### src/rtl/mem_access_pkg.sv
// Shared definitions for the mem_access stage: access-size encodings,
// FSM state encodings, default datapath width and the byte-strobe helper.
package mem_access_pkg;

  localparam int XLEN = 64;

  typedef enum logic [1:0] {
    SZ_B = 2'd0,
    SZ_H = 2'd1,
    SZ_W = 2'd2,
    SZ_D = 2'd3
  } mem_size_e;

  typedef enum logic [1:0] {
    IDLE = 2'd0,
    REQ  = 2'd1,
    WAIT = 2'd2,
    RESP = 2'd3
  } state_e;

  // Byte strobe for an access of the given size, anchored at lane 0.
  function automatic logic [7:0] size_mask(input logic [1:0] size);
    case (size)
      SZ_B:    return 8'h01;
      SZ_H:    return 8'h03;
      SZ_W:    return 8'h0F;
      default: return 8'hFF;
    endcase
  endfunction

endpackage

### src/rtl/mem_align.sv
// Combinational lane logic for mem_access: store shift and strobe, load
// extraction with sign/zero extension, and the misalignment flag.
module mem_align
  import mem_access_pkg::*;
#(
  parameter int DATA_W = XLEN
) (
  input  logic [2:0]        offset,
  input  logic [1:0]        size,
  input  logic              is_unsigned,
  input  logic [DATA_W-1:0] st_wdata,
  input  logic [DATA_W-1:0] ld_rdata,
  output logic [DATA_W-1:0] st_data,
  output logic [7:0]        st_mask,
  output logic [DATA_W-1:0] ld_data,
  output logic              misalign
);

  logic [5:0]        bit_shift;
  logic [DATA_W-1:0] ld_shifted;
  logic signed [7:0]  ld_b;
  logic signed [15:0] ld_h;
  logic signed [31:0] ld_w;

  assign bit_shift  = {offset, 3'b000};
  assign st_data    = st_wdata << bit_shift;
  assign st_mask    = size_mask(size) << offset;
  assign ld_shifted = ld_rdata >> bit_shift;
  assign ld_b       = ld_shifted[7:0];
  assign ld_h       = ld_shifted[15:0];
  assign ld_w       = ld_shifted[31:0];

  // Pick the load width, extend it, and flag offsets not multiple of size
  always_comb begin
    ld_data  = ld_shifted;
    misalign = 1'b0;
    case (size)
      SZ_B: begin
        ld_data = is_unsigned ? DATA_W'(ld_shifted[7:0]) : DATA_W'(ld_b);
      end
      SZ_H: begin
        ld_data  = is_unsigned ? DATA_W'(ld_shifted[15:0]) : DATA_W'(ld_h);
        misalign = offset[0];
      end
      SZ_W: begin
        ld_data  = is_unsigned ? DATA_W'(ld_shifted[31:0]) : DATA_W'(ld_w);
        misalign = |offset[1:0];
      end
      default: begin
        ld_data  = ld_shifted;
        misalign = |offset;
      end
    endcase
  end

endmodule

### src/rtl/mem_access.sv
// Memory-access stage between ex_mem and mem_wb. Issues loads/stores over a
// req/gnt/rvalid port, stalls upstream while a transaction is outstanding,
// and registers the writeback slot. Optional feature macro:
// MEM_STORE_COMMIT_EN adds a store-commit pulse for difftest comparison.
module mem_access #(
  parameter int XLEN    = 64,
  parameter int TIMEOUT = 255
) (
  input  logic            clk,
  input  logic            rst,
  input  logic            valid_i,
  input  logic [XLEN-1:0] inst_addr_i,
  input  logic [4:0]      reg_waddr_i,
  input  logic [XLEN-1:0] reg_wdata_i,
  input  logic            reg_wen_i,
  input  logic            mem_ren_i,
  input  logic            mem_wen_i,
  input  logic [1:0]      mem_size_i,
  input  logic            mem_unsigned_i,
  input  logic [XLEN-1:0] mem_addr_i,
  input  logic [XLEN-1:0] mem_wdata_i,
  output logic            stall_o,
  output logic            dmem_req_o,
  output logic            dmem_we_o,
  output logic [XLEN-1:0] dmem_addr_o,
  output logic [XLEN-1:0] dmem_wdata_o,
  output logic [7:0]      dmem_wmask_o,
  input  logic            dmem_gnt_i,
  input  logic            dmem_rvalid_i,
  input  logic [XLEN-1:0] dmem_rdata_i,
  output logic            valid_o,
  output logic [XLEN-1:0] inst_addr_o,
  output logic [4:0]      reg_waddr_o,
  output logic [XLEN-1:0] reg_wdata_o,
  output logic            reg_wen_o,
  output logic            misalign_o,
  output logic            bus_err_o
`ifdef MEM_STORE_COMMIT_EN
  ,
  output logic            st_commit_o,
  output logic [XLEN-1:0] st_addr_o,
  output logic [XLEN-1:0] st_data_o,
  output logic [7:0]      st_mask_o
`endif
);

  import mem_access_pkg::*;

  state_e state, state_d;
  logic [7:0] cnt;

  // Instruction fields captured when a memory op is accepted
  logic [XLEN-1:0] pc_p0, alu_p0, addr_p0, st_data_p0;
  logic [4:0]      waddr_p0;
  logic [1:0]      size_p0;
  logic [7:0]      mask_p0;
  logic            wen_p0, load_p0, uns_p0;

  logic            mem_op, accept, finish, err, timeout;
  logic [2:0]      al_off;
  logic [1:0]      al_size;
  logic            al_uns, al_mis;
  logic [XLEN-1:0] al_st_data, al_ld_data;
  logic [7:0]      al_st_mask;

  assign mem_op  = mem_ren_i | mem_wen_i;
  assign accept  = (state == IDLE) && valid_i && mem_op && !al_mis;
  assign timeout = (cnt == 8'(TIMEOUT - 1));

  // The aligner looks at the incoming op in IDLE and the latched op otherwise
  assign al_off  = (state == IDLE) ? mem_addr_i[2:0] : addr_p0[2:0];
  assign al_size = (state == IDLE) ? mem_size_i : size_p0;
  assign al_uns  = (state == IDLE) ? mem_unsigned_i : uns_p0;

  mem_align #(.DATA_W(XLEN)) u_align (
    .offset      (al_off),
    .size        (al_size),
    .is_unsigned (al_uns),
    .st_wdata    (mem_wdata_i),
    .ld_rdata    (dmem_rdata_i),
    .st_data     (al_st_data),
    .st_mask     (al_st_mask),
    .ld_data     (al_ld_data),
    .misalign    (al_mis)
  );

  assign dmem_we_o    = dmem_req_o & ~load_p0;
  assign dmem_addr_o  = dmem_req_o ? {addr_p0[XLEN-1:3], 3'b000} : '0;
  assign dmem_wdata_o = dmem_req_o ? st_data_p0 : '0;
  assign dmem_wmask_o = dmem_req_o ? mask_p0 : 8'h00;

  // Next-state, handshake and stall decode
  always_comb begin
    state_d    = state;
    stall_o    = 1'b0;
    dmem_req_o = 1'b0;
    finish     = 1'b0;
    err        = 1'b0;
    case (state)
      IDLE: begin
        if (accept) begin
          state_d = REQ;
          stall_o = 1'b1;
        end
      end
      REQ: begin
        dmem_req_o = 1'b1;
        stall_o    = 1'b1;
        if (dmem_gnt_i) begin
          // A load whose data arrives with the grant skips WAIT
          if (!load_p0 || dmem_rvalid_i) begin
            state_d = RESP;
            finish  = 1'b1;
          end else begin
            state_d = WAIT;
          end
        end else if (timeout) begin
          state_d = RESP;
          finish  = 1'b1;
          err     = 1'b1;
        end
      end
      WAIT: begin
        stall_o = 1'b1;
        if (dmem_rvalid_i) begin
          state_d = RESP;
          finish  = 1'b1;
        end else if (timeout) begin
          state_d = RESP;
          finish  = 1'b1;
          err     = 1'b1;
        end
      end
      RESP: begin
        state_d = IDLE;
      end
      default: begin
        state_d = IDLE;
      end
    endcase
  end

  // State register and handshake timeout counter (cleared on state entry)
  always_ff @(posedge clk or posedge rst) begin
    if (rst) begin
      state <= IDLE;
      cnt   <= 8'd0;
    end else begin
      state <= state_d;
      if (state_d != state) begin
        cnt <= 8'd0;
      end else if (state == REQ || state == WAIT) begin
        cnt <= cnt + 8'd1;
      end else begin
        cnt <= 8'd0;
      end
    end
  end

  // Capture the accepted memory op; data only, so no reset
  always_ff @(posedge clk) begin
    if (accept) begin
      pc_p0      <= inst_addr_i;
      alu_p0     <= reg_wdata_i;
      addr_p0    <= mem_addr_i;
      waddr_p0   <= reg_waddr_i;
      wen_p0     <= reg_wen_i;
      load_p0    <= !mem_wen_i;
      size_p0    <= mem_size_i;
      uns_p0     <= mem_unsigned_i;
      st_data_p0 <= al_st_data;
      mask_p0    <= al_st_mask;
    end
  end

  // Writeback slot to mem_wb: passthrough/misalign from IDLE, else on finish
  always_ff @(posedge clk or posedge rst) begin
    if (rst) begin
      valid_o     <= 1'b0;
      inst_addr_o <= '0;
      reg_waddr_o <= '0;
      reg_wdata_o <= '0;
      reg_wen_o   <= 1'b0;
      misalign_o  <= 1'b0;
      bus_err_o   <= 1'b0;
`ifdef MEM_STORE_COMMIT_EN
      st_commit_o <= 1'b0;
      st_addr_o   <= '0;
      st_data_o   <= '0;
      st_mask_o   <= 8'h00;
`endif
    end else begin
      valid_o    <= 1'b0;
      misalign_o <= 1'b0;
      bus_err_o  <= 1'b0;
`ifdef MEM_STORE_COMMIT_EN
      st_commit_o <= 1'b0;
`endif
      if (state == IDLE && valid_i && !accept) begin
        valid_o     <= 1'b1;
        inst_addr_o <= inst_addr_i;
        reg_waddr_o <= reg_waddr_i;
        reg_wdata_o <= reg_wdata_i;
        reg_wen_o   <= mem_op ? 1'b0 : reg_wen_i;
        misalign_o  <= mem_op;
      end else if (finish) begin
        valid_o     <= 1'b1;
        inst_addr_o <= pc_p0;
        reg_waddr_o <= waddr_p0;
        reg_wdata_o <= (load_p0 && !err) ? al_ld_data : alu_p0;
        reg_wen_o   <= load_p0 && !err && wen_p0 && (waddr_p0 != 5'd0);
        bus_err_o   <= err;
`ifdef MEM_STORE_COMMIT_EN
        st_commit_o <= !load_p0 && !err;
        st_addr_o   <= addr_p0;
        st_data_o   <= st_data_p0;
        st_mask_o   <= mask_p0;
`endif
      end
    end
  end

endmodule

### config.mk
export PLATFORM = sky130hd
export DESIGN_NAME = mem_access
export DESIGN_NICKNAME = d
export VERILOG_FILES = /design/src/rtl/mem_access_pkg.sv /design/src/rtl/mem_align.sv /design/src/rtl/mem_access.sv
export SDC_FILE = /design/constraint.sdc
export NUM_CORES = 1
export LEC_CHECK = 0
export CORE_UTILIZATION = 35
export CTS_CLUSTER_SIZE = 16
export DETAILED_ROUTE_END_ITERATION = 8
export GPL_TIMING_DRIVEN = 0
export PLACE_DENSITY_LB_ADDON = 0.1
export SYNTH_ARGS = -nofsm -noshare
export SYNTH_HDL_FRONTEND = slang
export SYNTH_SLANG_ARGS = --single-unit
### constraint.sdc
create_clock -name clk -period 30 [get_ports clk]
set_input_delay 7.5 -clock clk [delete_from_list [all_inputs] [get_ports clk]]
set_output_delay 7.5 -clock clk [all_outputs]
set_load 0.005 [all_outputs]
# --- Word level (Yosys, flattened, before mapping) ---
# Cells that the tools add are included.
# W data, S select, Z words.
word_totals:
  wordCells: 100
  inputBits: 336
  regBits: 421
  out_inout_bits: 276
op_classes:
  n_bitwise: 3
  muxes: 46
  n_reduce_logical: 21
  add_sub_neg: 1
  n_eq_ne: 7
  shifts: 3
op_table:
  columns: ["operator", "n"]
  rows:
  - ["$mux W64", 10]
  - ["$pmux W64 S3", 1]
  - ["$shl A64 B6 Y64", 1]
  - ["$shr A64 B6 Y64", 1]
  - ["$mux W8", 3]
  - ["$pmux W8 S3", 1]
  - ["$mux W1", 18]
  - ["$mux W2", 5]
  - ["$mux W5", 2]
  - ["$add A8 B1 Y8 const B", 1]
  - ["$eq A8 B8 Y1 const B", 1]
  - ["$pmux W2 S4", 1]
  - ["$shl A8 B3 Y8", 1]
  - ["$logic_and A1 B1 Y1", 7]
  - ["$eq A2 B2 Y1 const B", 3]
  - ["$pmux W1 S2", 3]
  - ["$logic_not A1 Y1", 5]
  - ["$reduce_bool A5 Y1", 1]
  - ["$eq A2 B1 Y1 const B", 2]
  - ["$logic_not A2 Y1", 2]
  - ["$reduce_or A2 Y1", 2]
  - ["$mux W3", 1]
  - ["$pmux W1 S3", 1]
  - ["$reduce_or A3 Y1", 1]
  - ["6 further kinds", 7]

# --- Longest topological paths before layout ---
# Gate-level depths: netlist of the first run.
depth:
  word_depth: 10
  mapped_depth: 13
  depth_no_buf: 8

# --- Hierarchy ---
# Synthesis of the first run repeated with hierarchy kept, for this count alone.
hier_totals:
  cells_unflattened: 1864
  hier_area_um2: 21469.3
by_module_without_submodules:
  columns: ["module", "cells_per_inst", "area_each_um2", "seq_area_each_um2", "n_inst"]
  rows:
  - ["mem_access", 1264, 16972.5, 11906.4, 1]
  - ["mem_align", 600, 4496.8, 0.0, 1]

# --- Least setup slack after synthesis of the first run ---
# Ideal clock, no wire load.
synth_path:
  path_kind: "input to output"
  from: "in mem_addr_i[0]"
  to: "out stall_o"
  required_time_ps: 22500
  path_slack_ps: 3167
  path_stages: 5
  t_arrival_ps: 19333
  n_path_buf: 0
  path_cell_list: "or3b_2 and3_1 a211oi_2 nor2_1 nor2_1"
synth_via:
  elab_chain_cells: 7
  word_cells_on_any_way: 8
  classes_between: "4 x mux; 4 x reduce/logical"
synth_rtl:
  columns: ["item", "line", "rtl"]
  rows:
  - ["start: declaration", "mem_access.sv:20", "input logic [XLEN-1:0] mem_addr_i,"]
  - ["$mux W3 *", "mem_access.sv:71", "assign al_off = (state == IDLE) ? mem_addr_i[2:0] : addr_p0[2:0];"]
  - ["$reduce_or A3 Y1 or $reduce_or A2 Y1 (tied branches)", "mem_align.sv:51, mem_align.sv:47", null]
  - ["$pmux W1 S3 *", "mem_align.sv:37", "case (size)"]
  - ["$logic_not A1 Y1 *", "mem_access.sv:67", "assign accept = (state == IDLE) && valid_i && mem_op && !al_mis;"]
  - ["$logic_and A1 B1 Y1 *", "mem_access.sv:67", null]
  - ["net accept", "mem_access.sv:59", "logic mem_op, accept, finish, err, timeout;"]
  - ["$mux W1 *", "mem_access.sv:101", "if (accept) begin"]
  - ["$pmux W1 S2 *", "mem_access.sv:99", "case (state)"]
  - ["end: declaration", "mem_access.sv:22", "output logic stall_o,"]
# The timed path passes the listed nets; every way through them passes the cells marked *.

# --- Worst setup path after layout of the first run ---
layout_path:
  from: "in mem_size_i[1]"
  to: "out stall_o"
layout_via:
  elab_chain_cells: 7
  word_cells_on_any_way: 9
  classes_between: "2 x eq/ne; 4 x mux; 3 x reduce/logical"
layout_rtl:
  columns: ["item", "line", "rtl"]
  rows:
  - ["start: declaration", "mem_access.sv:18", "input logic [1:0] mem_size_i,"]
  - ["$mux W2 *", "mem_access.sv:72", "assign al_size = (state == IDLE) ? mem_size_i : size_p0;"]
  - ["$eq A2 B2 Y1 (tied with other cells)", "mem_align.sv:37", null]
  - ["$pmux W1 S3 *", "mem_align.sv:37", null]
  - ["$logic_not A1 Y1 *", "mem_access.sv:67", null]
  - ["$logic_and A1 B1 Y1 *", "mem_access.sv:67", null]
  - ["net accept", "mem_access.sv:59", null]
  - ["$mux W1 *", "mem_access.sv:101", null]
  - ["$pmux W1 S2 *", "mem_access.sv:99", null]
# Marks and branches as above.

==> results of run 1 <==
Yosys cell counts (3+ instances only):
| master | instances |
|---|---|
| o21ai_0 | 172 |
| nand2_1 | 219 |
| o311a_1 | 7 |
| mux2_2 | 5 |
| a22oi_1 | 50 |
| o22ai_1 | 8 |
| o31ai_1 | 7 |
| o211ai_1 | 7 |
| o32ai_1 | 4 |
| o21a_1 | 3 |
| buf_4 | 7 |
| nor3_1 | 22 |
| a2bb2oi_1 | 9 |
| nor4b_1 | 8 |
| dfrtp_1 | 147 |
| nor4_1 | 23 |
| and2_1 | 145 |
| nand3_1 | 54 |
| a21oi_1 | 78 |
| mux2i_1 | 186 |
| o21bai_1 | 3 |
| inv_1 | 11 |
| buf_6 | 4 |
| o32a_1 | 8 |
| buf_1 | 9 |
| and3_1 | 21 |
| xnor2_1 | 3 |
| clkbuf_1 | 91 |
| buf_2 | 28 |
| ha_1 | 7 |
| nor2_1 | 86 |
| o2bb2ai_1 | 7 |
| nand2b_1 | 3 |
| xor2_1 | 3 |
| mux4_2 | 8 |
| o221ai_1 | 9 |
| o21ai_1 | 24 |
| a211o_1 | 9 |
| edfxtp_1 | 274 |
flip-flops by register name (all words and copies together) (netlist names), 5 cells and up:
register     count
addr_p0         64
alu_p0          64
inst_addr_o     64
pc_p0           64
reg_wdata_o     64
st_data_p0      64
cnt              8
mask_p0          8
reg_waddr_o      5
waddr_p0         5
kinds of logic (layout without fill, tap and decap cells):
group / after synthesis / in the layout
AND/OR/NAND/NOR: 591 / 591
AO/OA/AOI/OAI: 424 / 424
flip-flops: 421 / 421
multiplexers: 201 / 201
buffers and inverters: 151 / 869
adder cells (fa/ha/maj): 7 / 7
XOR/XNOR: 6 / 6
other: 1 / 6
layout make-up:
| class | count | share of cell area, % |
|---|---|---|
| flip-flops and latches | 421 | 40.6 |
| multi-input cells | 1232 | 26.5 |
| repair buffers | 629 | 22.0 |
| clock buffers | 68 | 4.62 |
| well taps | 756 | 3.22 |
| plain buffers | 139 | 2.09 |
| clock inverters | 21 | 0.789 |
| inverters | 12 | 0.179 |
| diodes | 3 | 0.0256 |
power breakdown:
part,internal (uW),switching [uW]
Sequential,779,69.1
Combinational,583,681
Clock,344,251
Total,1710,1000
cell usage in the layout, fill, tap and decap left out, types with 5 or more instances in the layout:
cell type	synthesis	layout
clkbuf_16	0	48
o21ai_1	24	24
and2_1	145	145
a211o_1	9	9
nand2_1	219	219
buf_16	0	5
mux2_2	5	5
mux4_2	8	8
mux2i_1	186	186
edfxtp_1	274	274
clkbuf_1	91	103
buf_2	28	28
nor3_1	22	22
buf_8	0	15
nor4_1	23	23
inv_1	11	10
o22ai_1	8	8
clkinv_2	0	9
o221ai_1	9	9
nand3_1	54	54
buf_1	9	9
clkdlybuf4s50_1	0	608
buf_6	4	5
o311a_1	7	7
a22oi_1	50	50
and3_1	21	21
clkbuf_8	0	8
o211ai_1	7	7
o32a_1	8	8
o2bb2ai_1	7	7
a2bb2oi_1	9	9
o31ai_1	7	7
buf_4	7	7
dfrtp_1	147	147
a21oi_1	78	78
nor2_1	86	86
nor4b_1	8	8
ha_1	7	7
o21ai_0	172	172
worst max-delay path by stage:
stage / from / to / slack [ns] / cells after the start
after floorplan: mem_addr_i[0] / stall_o / 3.17 / 5
after global placement: mem_size_i[1] / stall_o / -4.57 / 7
after detailed placement: mem_size_i[1] / stall_o / 11.51 / 9
after CTS: mem_size_i[1] / stall_o / 11.49 / 9
after global routing: mem_size_i[1] / stall_o / 11.38 / 9
final: mem_size_i[1] / stall_o / 11.56 / 9
metrics by stage:
stage / setup TNS [ns] / worst slack [ns] / instances / util, %
2_1_floorplan: 0 / 3.17 / 1804 / -
3_3_place_gp: -4.57 / -4.57 / 3168 / 48.1
3_5_place_dp: 0 / 11.51 / 3189 / 48.7
4_1_cts: 0 / 11.49 / 3278 / 51.5
5_1_grt: 0 / 11.38 / 3279 / 51.6
6_report: 0 / 11.56 / 3281 / 51.6
per-layer routing:
| metal | vias up | GRT usage (%) | share of wire [%] |
|---|---|---|---|
| li1 | 7993 | - | - |
| met1 | 8681 | 35.7 | 41 |
| met2 | 769 | 47.4 | 49 |
| met3 | 92 | 7.97 | 8.8 |
| met4 | 12 | 5.55 | 1.6 |
| met5 | - | 0 | 0.091 |
critical path, delay by kind of cell:
kind | cells | cell delay (ns)
simple gates | 2 | 0.17
compound gates | 2 | 0.94
mux | 1 | 0.85
buf+inv | 4 | 1.46
==> summary.md, run 1 <==
| Metric | Value |
|---|---|
| Total number of yosys warnings | 0 |
| Post-DP HPWL | ~66000 um |
| Layout fillers | just over 5k |
| Core region area | about 57000 sq um |
| Hold crit path type | reg2reg |
| Fin area | 29400 sq um |
| CTS tree | done |
| Fin crit share | roughly 61% |
| # DRC | 0 |
| Worst path arrival time | 10.94 ns |
| Fmax | about 54 MHz |
| Gr ovfl total | 0 |
| # Post-CTS Setup Buffers | 0 |
| Via count | 17.5k |
| Routability Congestion | about 0.95 |
| Hold Fails Final Rpt | 0 |
| Critical R2R Launch | state[1]$_DFF_PP0_ |
| Vias in the first global route | 17.6k |
| Hold Crit Depth | 1 |
| Placed cell area | approximately 28000 sq um |
| Post-Syn Instances | 1802 |
| # hold bufs at CTS | 0 |
| Routed WL per cell | 25.9 um |
| Gr usage total | 28.0% |
| Die Wd | 243 um |
| EDFF count, synth | 274 |
| Max Root-Sink Buffers | 3 |
| Clock slew at reported path FFs | around 0.060 ns |
| Avg Synthesized Cell Area | 11.3 sq um |
| Layout Nets | 2826 |
| Clock root buffer | clkbuf_16 |
| Die area | 59000 sq um |
| Leading area contributor after synthesis | edfxtp_1 |
| Hold_ws | 0.495 ns |
| Fin crit period | 18.44 ns |
| Footprint of the multi-input gates | between 7000 and 8000 sq um |
| Synthesis-to-layout area growth | 44.4% |
| Post-synthesis adder-cell area fraction | 0.431% |
| Primary FF master, synth | edfxtp_1 |
| Max-slew violations | 0 |
| Largest net degree at the start of global routing | 91 |
| First-pass GRT wire length | 122000 um |
| CP Data Required Time | approximately 23 ns |
| DRT Pass-1 Iters | 5 |
| H-tree depth | 2 |
| Post-synthesis sequential area ratio | ~59% |
| DR vias/cell | 5.35 |
| Status | completed |
| DIE HEIGHT | 243 um |
| Post-synthesis mux area share | 10.5% |
| # setup viols final | 0 |
| Synth Area in XOR/XNOR | less than 1% |
| Crit path launch type | primary input |
| Quantity of gates resized following cts | 0 |
| Max-cap violation count | 0 |
| Hold path endpoint | reg_wdata_o[14]$_DFFE_PP0P_ |
| Largest family of logic cells by synthesized area | simple AND/OR/NAND/NOR gates |
| Critical-path cell list | clkdlybuf4s50_1 -> mux2i_1 -> o21ai_0 -> a211oi_4 -> buf_8 -> buf_8 -> nor2_1 -> nor2_1 -> clkdlybuf4s50_1 |
| Worst setup EP type | output port |
| PD cells | 92.2 nW/um^2 |
| Total power | about 2700 uW |
| Critical path class | in2out |
| #FFs+latches synth | 421 |
| Hold path startpoint | reg_wdata_o[14]$_DFFE_PP0P_ |
| Mapped Area | 20300 sq um |
| Worst-Skew Late Latency | 0.60 ns |
| Sequential Area | between 10000 and 15000 sq um |
| CTS Sinks | 421 |
| Leakage power | 0.0113 uW |
| Post-route ant nets | 0 |
| Maximum VDD drop | just under 0.00006 V |
| I/O pin count | a little over 600 |
| Initial drt markers | 1223 |
| Slowest CP cell | mux2i_1 |
| Reg-to-reg slack, setup | 25.69 ns |
| Synth Area in Simple Gates | 14.1% |
| CP peak stage delay | 0.85 ns |
| Number of library cell types mapped by synthesis | 67 |
| Layout cells sized above 1 | 6.38% |
| Site Rows | 87 |
| Area contributors post-synth | edfxtp_1 40%, dfrtp_1 18%, mux2i_1 9.2% |
| RR Endpoint | alu_p0[51]$_DFFE_PP_ |
| Crit-path max FO | 17 |
| CTS Buf Count | 48 |
| Count of port buffers added during placement | 608 |
| Actual slew at the worst max-slew pin | about 1.0 ns |
| Unrepaired setup endpoints after global routing | false |
| Slew headroom | 28.3% |
| Share of the synthesized area in the top cell type | 40.5% |
| Compound-gate portion of the synthesized area | 12.9% |
| R2r worst-path depth | 12 |
| Initial core utilization | a little over a third |
| Overall routed net length | ~85000 um |
| Initial antenna violation count | 10 |
| Final clock skew | 0.0178 ns |
| Async SR Flop Fraction | 34.9% |
Power figures use the tool's default switching activity.
==> run 2: changes to the inputs <==
- clock period: 30 -> 16.4 ns (I/O delays scaled with it)
==> run 2 against run 1 <==
Net effect: total power is 82% higher; die area stayed put; register-to-register slack worse by 14 ns; via count is 0.34% higher; critical path depth is 1 lower; clock skew is 0.0022 ns higher; sequential power is 83% higher; global-route usage is 0.24 points lower; worst setup slack worse by 6.8 ns; sequential share of layout area is 0.11 points higher; largest power group unchanged; largest cell class unchanged; critical endpoint unchanged; sequential cell count stayed put; highest routed layer unchanged.
==> summary.md, run 2 (synthesis gave the netlist of run 1 again) <==
| Metric | Value |
|---|---|
| Die area | 59000 sq um (unchanged) |
| Critical path class | in2out |
| Maximum VDD drop | 0.0000962 V (+63%) |
| H-tree depth | 2 (unchanged) |
| # hold bufs at CTS | 0 (unchanged) |
| DR vias/cell | 5.36 (+0.31%) |
| Post-DP HPWL | 65300 um (-1.3%) |
| Total power | 4920 uW (+82%) |
| Routability Congestion | 1.02 (+6.9%) |
| Clock slew at reported path FFs | 0.06 ns (about the same) |
| DRT Pass-1 Iters | 5 (unchanged) |
| Count of port buffers added during placement | 608 (unchanged) |
| Layout cells sized above 1 | 6.15% (-0.23 points) |
| DP Cell Count | 3187 (-0.063%) |
| CTS tree | done |
| Gr usage total | 27.8% (-0.24 points) |
| Worst-Skew Late Latency | 0.61 ns (about the same) |
| Hold Fails Final Rpt | 0 (unchanged) |
| Initial antenna violation count | 11 (+1) |
| # setup viols final | 0 (unchanged) |
| CTS Sinks | 421 (unchanged) |
| Max-slew violations | 0 (unchanged) |
| Max-cap violation count | 0 (unchanged) |
| Initial drt markers | 1446 (+18%) |
| Core region area | 56900 sq um (unchanged) |
| Final worst-path setup slack | 4.76 ns (-6.80 ns) |
| Largest net degree at the start of global routing | 81 (-11%) |
| Routed WL per cell | 25.5 um (-1.5%) |
| CTS Buf Count | 47 (-2.1%) |
| Overall routed net length | 83600 um (-1.5%) |
| Leakage power | 0.0113 uW (-0.36%) |
| Crit-path max FO | 15 (-2) |
| I/O pin count | 612 (unchanged) |
| # DRC | 0 (unchanged) |
| Final clock skew | 0.0199 ns (+0.00215 ns) |
| Slew headroom | 25.1% (-3.2 points) |
| PD cells | 168 nW/um^2 (+82%) |
| Worst path arrival time | 7.54 ns (-3.40 ns) |
| Crit path launch type | primary input |
| Actual slew at the worst max-slew pin | 1.11 ns (+0.0697 ns) |
| Hold_ws | 0.486 ns (-0.00956 ns) |
| Commonest non-fill, non-tap cell in the layout | clkdlybuf4s50_1 |
| Synthesis-to-layout area growth | 44.0% |
| Fin crit period | 11.64 ns |
| Gr ovfl total | 0 (unchanged) |
| Max Root-Sink Buffers | 3 (unchanged) |
| Quantity of gates resized following cts | 0 (unchanged) |
| Unrepaired setup endpoints after global routing | false |
| DIE HEIGHT | 243 um (unchanged) |
| Vias in the first global route | 17.7k (+0.16%) |
| Clock root buffer | clkbuf_16 |
| First-pass GRT wire length | 121000 um (-0.57%) |
| Site Rows | 87 (unchanged) |
| Most frequent cells in the layout | 608 x clkdlybuf4s50_1, 274 x edfxtp_1, 219 x nand2_1, 186 x mux2i_1, 172 x o21ai_0 |
| Finished Layout Cells | 3282 (+0.030%) |
| Worst setup EP type | output port |
| Initial core utilization | 35.7% (unchanged) |
| # Post-CTS Setup Buffers | 0 (unchanged) |
| Layout Nets | 2823 (-0.11%) |
| Layout Utilization | 51.4% (-0.14 points) |
| Post-route ant nets | 0 (unchanged) |
| Via count | 17.6k (+0.34%) |
| CP Data Required Time | 12.30 ns (-10.20 ns) |
| Status | completed |
| Place WS | 4.73 ns (-6.79 ns) |
| Fmax | around 86 MHz |
| Die Wd | 243 um (unchanged) |
| Hold crit path type | reg2reg |
| Fin crit share | 71.0% |
## run 2: area by class of cell
cell class	instances	area, sq um
clock buffers	63	1290
inverters	12	52.6
well taps	756	946
flip-flops and latches	421	11900
repair buffers	627	6430
diodes	7	17.5
multi-input cells	1232	7780
clock inverters	25	239
plain buffers	139	613
fillers	5185	27700
## run 2: per-layer routing
metal  vias to the layer above  track usage, %  part of all wire [%]
met2                       788            47.0                    49
met4                         8            6.25                   1.8
li1                       7993               -                     -
met5                         -               0                 0.066
met1                      8707            35.0                    40
met3                       110            8.06                   8.8
## run 2: final timing paths
kind                                    startpoint                          end  slack, ns  cells past startpoint
min in group asynchronous                      rst  inst_addr_o[14]$_DFFE_PP0P_       3.97                      2
worst max-delay path                 mem_size_i[1]                      stall_o       4.76                      8
worst max register to register  state[1]$_DFF_PP0_        addr_p0[31]$_DFFE_PP_      11.86                     12
worst min register to register    cnt[0]$_DFF_PP0_             cnt[0]$_DFF_PP0_       0.49                      1
max in group asynchronous                      rst  inst_addr_o[59]$_DFFE_PP0P_      11.60                      3
worst min-delay path              cnt[0]$_DFF_PP0_             cnt[0]$_DFF_PP0_       0.49                      1
## run 2: per-stage QoR
| stage | setup TNS, ns | cell area [sq um] |
|---|---|---|
| after floorplan | 0 | 20300 |
| after global placement | -221.97 | 27400 |
| after detailed placement | 0 | 27700 |
| after CTS | 0 | 29300 |
| after global routing | 0 | 29300 |
| final | 0 | 29300 |
## run 2: worst max-delay path, cell delays in order
cell and delay, ns:
clkdlybuf4s50_1 0.48, mux2i_1 0.82, o21ai_0 0.39, a211oi_4 0.80, buf_16 0.24, nor2_1 0.05, nor2_1 0.10, clkdlybuf4s50_1 0.55
## run 2: where the power goes
group / switching, uW / internal (uW) / leakage [uW]
Clock: 455 / 604 / 0.000750
Sequential: 128 / 1430 / 0.00431
Combinational: 1240 / 1070 / 0.00624
Total: 1820 / 3100 / 0.0113
